==> src/rtl/branch_pred_queue_pkg.sv <==
// Shared types and default sizes for the branch prediction metadata queue.
// The entry layout is fixed by these defaults; PC_W/GHR_W overrides on the top must match them.
package branch_pred_queue_pkg;

  localparam int BPQ_DEPTH = 8;
  localparam int BPQ_PC_W  = 32;
  localparam int BPQ_GHR_W = 8;

  typedef struct packed {
    logic [BPQ_PC_W-1:0]  pc;
    logic [BPQ_GHR_W-1:0] ghr;
    logic                 pred_2lvl;
    logic                 pred_gshare;
    logic                 sel;
  } bpq_entry_t;

  // Prediction the chooser actually acted on for this entry.
  function automatic logic chosen_pred(bpq_entry_t e);
    return e.sel ? e.pred_gshare : e.pred_2lvl;
  endfunction

endpackage

==> src/rtl/branch_pred_queue_update_reg.sv <==
// Registered training outputs: one strobe per committed branch, one cycle after the pop.
module bpq_update_reg
  import branch_pred_queue_pkg::*;
#(
  parameter int PC_W  = BPQ_PC_W,
  parameter int GHR_W = BPQ_GHR_W
) (
  input  logic             clk,
  input  logic             rst,
  input  logic             pop,
  input  bpq_entry_t       head_entry,
  input  logic             commit_taken,
  output logic             branch_we,
  output logic             misprediction,
  output logic             predictor_used,
  output logic [PC_W-1:0]  upd_pc,
  output logic [GHR_W-1:0] upd_ghr,
  output logic             upd_taken,
  output logic             upd_mispred_2lvl,
  output logic             upd_mispred_gshare
);

  // NOTE: sequential state uses non-blocking assignments so every register
  // samples the pre-edge values, independent of statement order.
  always_ff @(posedge clk or posedge rst) begin
    if (rst) begin
      branch_we          <= 1'b0;
      misprediction      <= 1'b0;
      predictor_used     <= 1'b0;
      upd_pc             <= '0;
      upd_ghr            <= '0;
      upd_taken          <= 1'b0;
      upd_mispred_2lvl   <= 1'b0;
      upd_mispred_gshare <= 1'b0;
    end else begin
      branch_we <= pop;
      // Payload holds between strobes; consumers only look while branch_we is high.
      if (pop) begin
        misprediction      <= chosen_pred(head_entry) ^ commit_taken;
        predictor_used     <= head_entry.sel;
        upd_pc             <= head_entry.pc;
        upd_ghr            <= head_entry.ghr;
        upd_taken          <= commit_taken;
        upd_mispred_2lvl   <= head_entry.pred_2lvl ^ commit_taken;
        upd_mispred_gshare <= head_entry.pred_gshare ^ commit_taken;
      end
    end
  end

endmodule

==> src/rtl/branch_pred_queue.sv <==
// In-order queue of branch prediction metadata from fetch to commit; drives
// the predictor/chooser training strobe through bpq_update_reg.
module branch_pred_queue
  import branch_pred_queue_pkg::*;
#(
  parameter int DEPTH = BPQ_DEPTH,
  parameter int PC_W  = BPQ_PC_W,
  parameter int GHR_W = BPQ_GHR_W
) (
  input  logic                   clk,
  input  logic                   rst,
  input  logic                   push_valid,
  output logic                   push_ready,
  input  logic [PC_W-1:0]        push_pc,
  input  logic [GHR_W-1:0]       push_ghr,
  input  logic                   push_pred_2lvl,
  input  logic                   push_pred_gshare,
  input  logic                   push_sel,
  input  logic                   commit_valid,
  input  logic                   commit_taken,
  output logic                   commit_ready,
  input  logic                   flush,
  output logic                   branch_we,
  output logic                   misprediction,
  output logic                   predictor_used,
  output logic [PC_W-1:0]        upd_pc,
  output logic [GHR_W-1:0]       upd_ghr,
  output logic                   upd_taken,
  output logic                   upd_mispred_2lvl,
  output logic                   upd_mispred_gshare,
  output logic [$clog2(DEPTH):0] count
);

  localparam int PTR_W = $clog2(DEPTH);
  localparam int CNT_W = PTR_W + 1;

  logic [PTR_W-1:0] head;
  logic [PTR_W-1:0] tail;
  logic             do_push;
  logic             do_pop;
  bpq_entry_t       push_entry;
  bpq_entry_t       mem [DEPTH];

  // Readiness looks only at registered occupancy, so a full queue refuses a
  // push even in a cycle that also pops.
  assign push_ready   = (count != CNT_W'(DEPTH));
  assign commit_ready = (count != '0);
  assign do_push      = push_valid && push_ready && !flush;
  assign do_pop       = commit_valid && commit_ready;

  assign push_entry = '{pc:          push_pc,
                        ghr:         push_ghr,
                        pred_2lvl:   push_pred_2lvl,
                        pred_gshare: push_pred_gshare,
                        sel:         push_sel};

  // NOTE: the payload array has no reset; occupancy and pointers alone decide
  // which slots are valid, and leaving it unreset lets it map to plain RAM.
  always_ff @(posedge clk) begin
    if (do_push) mem[tail] <= push_entry;
  end

  always_ff @(posedge clk or posedge rst) begin
    if (rst) begin
      head  <= '0;
      tail  <= '0;
      count <= '0;
    end else if (flush) begin
      head  <= '0;
      tail  <= '0;
      count <= '0;
    end else begin
      if (do_push) tail <= tail + PTR_W'(1);
      if (do_pop)  head <= head + PTR_W'(1);
      case ({do_push, do_pop})
        2'b10:   count <= count + CNT_W'(1);
        2'b01:   count <= count - CNT_W'(1);
        default: count <= count;
      endcase
    end
  end

  // A pop coincident with flush still trains: that branch retired before the redirect.
  bpq_update_reg #(
    .PC_W  (PC_W),
    .GHR_W (GHR_W)
  ) u_update_reg (
    .clk                (clk),
    .rst                (rst),
    .pop                (do_pop),
    .head_entry         (mem[head]),
    .commit_taken       (commit_taken),
    .branch_we          (branch_we),
    .misprediction      (misprediction),
    .predictor_used     (predictor_used),
    .upd_pc             (upd_pc),
    .upd_ghr            (upd_ghr),
    .upd_taken          (upd_taken),
    .upd_mispred_2lvl   (upd_mispred_2lvl),
    .upd_mispred_gshare (upd_mispred_gshare)
  );

endmodule

==> config.mk <==
export PLATFORM = sky130hd
export DESIGN_NAME = branch_pred_queue
export DESIGN_NICKNAME = d
export VERILOG_FILES = /design/src/rtl/branch_pred_queue_pkg.sv /design/src/rtl/branch_pred_queue_update_reg.sv /design/src/rtl/branch_pred_queue.sv
export SDC_FILE = /design/constraint.sdc
export NUM_CORES = 1
export LEC_CHECK = 0
export BUFFER_PORTS_ARGS = -buffer_cell sky130_fd_sc_hd__buf_2
export CAP_MARGIN = 20
export CELL_PAD_IN_SITES_DETAIL_PLACEMENT = 2
export CELL_PAD_IN_SITES_GLOBAL_PLACEMENT = 2
export CORE_UTILIZATION = 47
export CTS_BUF_LIST = sky130_fd_sc_hd__clkbuf_16
export DETAILED_ROUTE_END_ITERATION = 8
export PLACE_DENSITY = 0.85
export SLEW_MARGIN = 20
export SYNTH_ARGS = -nofsm -noshare
export SYNTH_HDL_FRONTEND = slang
export SYNTH_SLANG_ARGS = --single-unit
==> constraint.sdc <==
create_clock -name clk -period 6.71 [get_ports clk]
set_input_delay 1.342 -clock clk [delete_from_list [all_inputs] [get_ports clk]]
set_output_delay 1.342 -clock clk [all_outputs]
set_load 0.05 [all_outputs]
==> results of run 1 <==
## cells in the mapped netlist (2+ instances only)
master      n  area share (%)
dfrtp_1    56             9.3
buf_1       8            0.20
a211oi_1    2           0.099
a21oi_1     3           0.099
ha_1        4            0.33
nand2b_1    2           0.083
edfxtp_1  344              68
mux2i_1    50             3.3
mux4_2     84              12
nand2_1    53             1.3
nor2_1     16            0.40
buf_2       7            0.23
nand3_1     3           0.099
buf_4      10            0.50
xor2_1      6            0.35
xnor2_1     3            0.17
o21ai_1    42             1.4
nor3_1      2           0.066
clkbuf_1   10            0.25
## registers in the layout (all words and copies together) (netlist names)
| register | flops |
|---|---|
| head | 3 |
| u_update_reg.upd_taken | 1 |
| u_update_reg.predictor_used | 1 |
| u_update_reg.misprediction | 1 |
| u_update_reg.branch_we | 1 |
| u_update_reg.upd_mispred_gshare | 1 |
| mem | 344 |
| count | 4 |
| u_update_reg.upd_pc | 32 |
| tail | 3 |
| u_update_reg.upd_ghr | 8 |
| u_update_reg.upd_mispred_2lvl | 1 |
## final timing paths
kind                                                    start                                   to  depth (start not counted)
setup / recovery                                 commit_valid                 count[3]$_DFFE_PP0P_                         10
hold / removal             u_update_reg.upd_pc[1]$_DFFE_PP0P_   u_update_reg.upd_pc[1]$_DFFE_PP0P_                          2
setup reg to reg                         count[0]$_DFFE_PP0P_                 count[3]$_DFFE_PP0P_                          9
hold reg to reg            u_update_reg.upd_pc[1]$_DFFE_PP0P_   u_update_reg.upd_pc[1]$_DFFE_PP0P_                          2
max in group asynchronous                                 rst                  head[0]$_DFFE_PP0P_                          3
min in group asynchronous                                 rst  u_update_reg.upd_ghr[5]$_DFFE_PP0P_                          3
## layout make-up
cell class / count / area [sq um]
Antenna cell: 1 / 2.50
Clock buffer: 43 / 1080
Clock inverter: 32 / 133
Fill cell: 2686 / 14300
Inverter: 2 / 8.76
Multi-Input combinational cell: 282 / 3260
Sequential cell: 400 / 11700
Tap cell: 402 / 503
Timing Repair Buffer: 115 / 613
## kinds of logic (layout without fill, tap and decap cells)
group | Yosys count | after routing | share of synthesized area, %
compound gates | 52 | 52 | 1.97
xor+xnor | 10 | 10 | 0.703
fa+ha+maj | 5 | 5 | 0.463
buf+inv | 38 | 192 | 1.30
flops | 400 | 400 | 77.5
mux | 135 | 135 | 15.9
other cells | 0 | 1 | 0
simple gates | 80 | 80 | 2.19
## through the flow
stage / utilization [%] / power [uW]
3_5_place_dp: 51.0 / 5050
2_1_floorplan: - / 4540
6_report: 54.8 / 7090
3_3_place_gp: 51.0 / 4910
4_1_cts: 54.8 / 7170
5_1_grt: 54.8 / 7350
## cells in the final DEF, fill, tap and decap left out, types with 3 or more instances in the layout
cell and n:
inv_1 12, mux4_2 84, clkinv_2 7, ha_1 4, dfrtp_1 53, nor2_1 10, nor2_4 6, clkinv_1 13
buf_2 100, mux2i_1 50, edfxtp_1 344, xnor2_1 3, a21oi_1 3, clkbuf_16 43, xor2_1 6, o21ai_1 42
dfrtp_4 3, nand2_1 53, buf_4 15, nand3_1 3
## power by group
part / internal, uW / leakage, uW / switching, uW
combinational: 635 / 0.00140 / 1240
clock: 1150 / 0.000642 / 943
sequential: 2930 / 0.00380 / 186
total: 4720 / 0.00585 / 2370
## layer usage
metal	global-route usage [%]	up-vias
met5	0	-
met4	7.08	2
met3	3.63	63
met2	43.0	242
met1	32.0	4033
li1	-	3147
## critical path, delay by kind of cell
kind / cells / cell delay, ns
buf+inv: 2 / 0.96
fa+ha+maj: 1 / 0.35
simple gates: 2 / 0.31
compound gates: 4 / 0.63
xor+xnor: 1 / 0.14
==> out/qor.csv, run 1 <==
metric,value,unit
initial antenna violation count,2,
vias in the first global route,8492,
register bit count reported by yosys,400,
clock tree sinks,400,
class of the tightest hold or removal check,flip-flop to flip-flop,
tightest slew margin relative to the limit,29.0,%
length of routed met3 wiring,1700,um
number of remaining DRC errors,0,
DIE AREA,32900,sq um
"Arr. time, crit path",3.75,ns
fraction of registers with async set/reset,14.0,%
Detail Placement HPWL,23200,um
Pleak,0.00585,uW
peak supply drop,263,uV
clock slew seen by the registers of the worst setup and hold paths,0.06,ns
maximum achievable frequency,299,MHz
post-synthesis sequential area ratio,77.5,%
global route total overflow,0,
share of the cycle needed by the critical path after routing,49.9,%
warnings from Yosys,0,
Post CTS Setup Buffer Count,0,
number of primary I/O pins,101,
cell breakdown of the critical path,"buf_2, o41ai_4, buf_4, nor2_1, ha_1, a21o_1, a211oi_1, o2bb2ai_1, xnor2_1, nor2_1",
final non-filler cell total,1277,
post-DR wirelength/cell,30.4,um
final non-filler cell area,17300,sq um
maximum number of pins on one net before global-route repair,96,
worst skew pair latency,0.54,ns
Placement Cell Area,16100,sq um
count of input and output buffers,100,
Post-Place Setup Slack,2.78,ns
Pre-antenna DRT Iters,5,
Total Negative Setup Slacks,0,ns
Worst Setup Path Type,input pin to flip-flop,
cell mode on critical path,nor2_1,
core footprint,31600,sq um
transition time at the pin with the least slew margin,1.07,ns
Post-synth EDFFs,344,
largest incremental delay on the critical path,0.84,ns
total count of max-transition violations in the final report,0,
Root Buffer,clkbuf_16,
Area growth syn-to-layout,14.6,%
cells resized by post-CTS repair,0,
number of distinct library cells after synthesis,34,
mean area per synthesized cell,21.0,sq um
first-pass GRT wire length,58000,um
total standard cell area after synthesis,15100,sq um
TritonCTS buffer count,41,
dominant synthesized flop cell,edfxtp_1,
Critical Path RT,7.11,ns
Die Y,181,um
number of violations of the max-capacitance limit,0,
synthesized instance count,720,
endpoint type of the worst setup path,flip-flop,
post-detailed-route via-to-cell ratio,5.86,
status,"finished, final reports clean",
final weighted congestion of routability-driven global placement,0.706,
Power Density,409,nW/um^2
worst-case register-to-register setup slack,3.49,ns
routed wl met2,20400,um
min setup slack post-route,3.36,ns
number of hold violations in the final report,0,
wire length on met1,15800,um
unrepaired setup endpoints after global routing,false,
final setup violation count,0,
num rows,65,
share of layout cells above drive strength 1,30.5,%
synthesized netlist net count,774,
biggest fanout along the worst timing path,95,
top sig layer,met5,
DIE WIDTH,181,um
crit path launch type,input pin,
initial core utilization,47.8,%
Overall Global Routing Usage,24.5,%
Critical Path Slowest Stage Cell,buf_4,
Tmin final,3.35,ns
"buffers from clock root to sink, at most",3,
worst hold margin,0.482,ns
number of vias after detailed routing,7487,
total routed wirelength,38800,um
number of placed instances with taps included,1201,
Max H-tree Level,2,
CTS tree,built,
hold bufs inserted after CTS,0,
starting DRC count in detailed routing,523,
final antenna-violating net count,0,
Worst Clk Skew,0.0199,ns
Layout Nets,896,
Power figures use the tool's default switching activity.
==> run 2: changes to the inputs <==
Clock period 6.71 ns to 3.3 ns, I/O delays scaled along.
==> run 2 against run 1 <==
  * Power is 100% higher
  * Clock power is 100% higher
  * Clock skew is 0.0098 ns lower
  * Critical path depth stayed put
  * Register-to-register slack worse by 3.0 ns
  * Worst hold slack worse by 0.19 ns
  * Cell area is 0.95% higher
  * Clock-buffer cell count stayed put
  * Global-route usage is 0.19 points higher
  * Core utilization is 0.52 points higher
  * Sequential share of layout area is 0.62 points lower
==> out/qor.csv, run 2 (synthesis gave the netlist of run 1 again) <==
metric,value,unit
maximum achievable frequency,353,MHz
number of hold violations in the final report,0,
largest incremental delay on the critical path,0.68,ns
share of the cycle needed by the critical path after routing,85.7,%
global route total overflow,0,
clock tree sinks,400,
tightest slew margin relative to the limit,28.6,%
final weighted congestion of routability-driven global placement,0.695,
total count of max-transition violations in the final report,0,
largest register by flop count,mem,
Die Y,181,um
num rows,65,
maximum number of pins on one net before global-route repair,95,
Tmin final,2.83,ns
first-pass GRT wire length,58200,um
Post CTS Setup Buffer Count,0,
most common library cell in the layout ignoring fill and taps,edfxtp_1,
final setup violation count,0,
cells resized by post-CTS repair,0,
Root Buffer,clkbuf_16,
Worst Setup Path Type,flip-flop to flip-flop,
Area growth syn-to-layout,15.7,%
clock slew seen by the registers of the worst setup and hold paths,0.06,ns
Max H-tree Level,2,
share of layout cells above drive strength 1,30.9,%
Critical Path Slowest Stage Cell,or4b_1,
unrepaired setup endpoints after global routing,false,
CTS tree,built,
core footprint,31600,sq um
crit path launch type,flip-flop,
Pre-antenna DRT Iters,4,
cell breakdown of the critical path,"or4b_1, nand2_4, nor2_1, nor2_1, ha_1, a21o_1, a211oi_1, o2bb2ai_1, xnor2_1, nor2_1",
worst skew pair latency,0.53,ns
"sum of internal, switching and leakage power",14500,uW
vias in the first global route,8410,
"Arr. time, crit path",3.23,ns
"buffers from clock root to sink, at most",3,
Power Density,826,nW/um^2
initial core utilization,47.8,%
Detail Placement HPWL,23100,um
number of primary I/O pins,101,
"commonest cells after routing, fill and taps aside","344 x edfxtp_1, 100 x buf_2, 84 x mux4_2, 53 x nand2_1",
class of the tightest hold or removal check,input pin to async pin,
transition time at the pin with the least slew margin,1.07,ns
starting DRC count in detailed routing,611,
DIE WIDTH,181,um
initial antenna violation count,3,
flip-flop count of the largest register after layout,344,
number of vias after detailed routing,7516,
hold bufs inserted after CTS,0,
Layout Nets,903,
endpoint type of the worst setup path,flip-flop,
post-DR wirelength/cell,30.4,um
registers with the highest flip-flop counts,"mem x344, u_update_reg.upd_pc x32, u_update_reg.upd_ghr x8",
number of violations of the max-capacitance limit,0,
Worst Clk Skew,0.0101,ns
final antenna-violating net count,0,
number of remaining DRC errors,0,
Overall Global Routing Usage,24.7,%
Critical Path RT,3.70,ns
peak supply drop,457,uV
biggest fanout along the worst timing path,7,
Post-Place Setup Slack,0.504,ns
cell mode on critical path,nor2_1,
post-detailed-route via-to-cell ratio,5.84,
min setup slack post-route,0.471,ns
Pleak,0.00590,uW
TritonCTS buffer count,42,
depth of the worst register-to-register path,10,
total routed wirelength,39100,um
status,"finished, final reports clean",
DIE AREA,32900,sq um
count of input and output buffers,100,
==> run 2: area by class of cell <==
cell class                 count  area [sq um]
fill                        2619         14100
sequential                   400         11700
multi-input combinational    282          3280
clock buffer                  43          1080
timing repair buffer         121           758
tap                          402           503
clock inverter                33           131
inverter                       2          8.76
antenna                        3          7.51
==> run 2: routing by layer <==
metal	vias to the layer above	GRT usage [%]	wire, um
met5	-	0	0
li1	3166	-	-
met4	0	5.80	674
met3	50	3.87	1870
met2	223	42.5	20200
met1	4077	33.4	16400
==> run 2: worst max-delay path, delay by kind of cell (launching register included) <==
| kind | cells | cell delay [ns] |
|---|---|---|
| simple gates | 5 | 1.22 |
| fa+ha+maj | 1 | 0.28 |
| flops | 1 | 0.47 |
| compound gates | 3 | 0.60 |
| xor+xnor | 1 | 0.13 |
==> run 2: worst paths after layout <==
path                                                     startpoint                                      to  slack [ns]
worst min register to register  u_update_reg.upd_pc[19]$_DFFE_PP0P_     u_update_reg.upd_pc[19]$_DFFE_PP0P_        0.49
worst min-delay path                                            rst  u_update_reg.misprediction$_DFFE_PP0P_        0.29
worst max-delay path                           count[1]$_DFFE_PP0P_                    count[3]$_DFFE_PP0P_        0.47
max in group asynchronous                                       rst     u_update_reg.upd_pc[27]$_DFFE_PP0P_        2.22
min in group clk                                        push_ghr[0]                     mem[2][3]$_DFFE_PP_        0.42
worst max register to register                 count[1]$_DFFE_PP0P_                    count[3]$_DFFE_PP0P_        0.47
==> run 2: power by group <==
group | switching [uW] | internal [uW]
combinational | 2490 | 1360
clock | 1890 | 2340
sequential | 409 | 5960
total | 4800 | 9670
==> run 2: through the flow <==
stage                     cell area, sq um  utilization, %  cells  hold slack (ns)  TNS [ns]
final                                17500            55.3   1286            0.289         0
after global routing                 17500            55.3   1283            0.331         0
after CTS                            17500            55.3   1283            0.344         0
after detailed placement             16300            51.5   1207            0.475         0
after global placement               16300            51.5   1207            0.462         0
after floorplan                      15200               -    720            0.546    -78.84
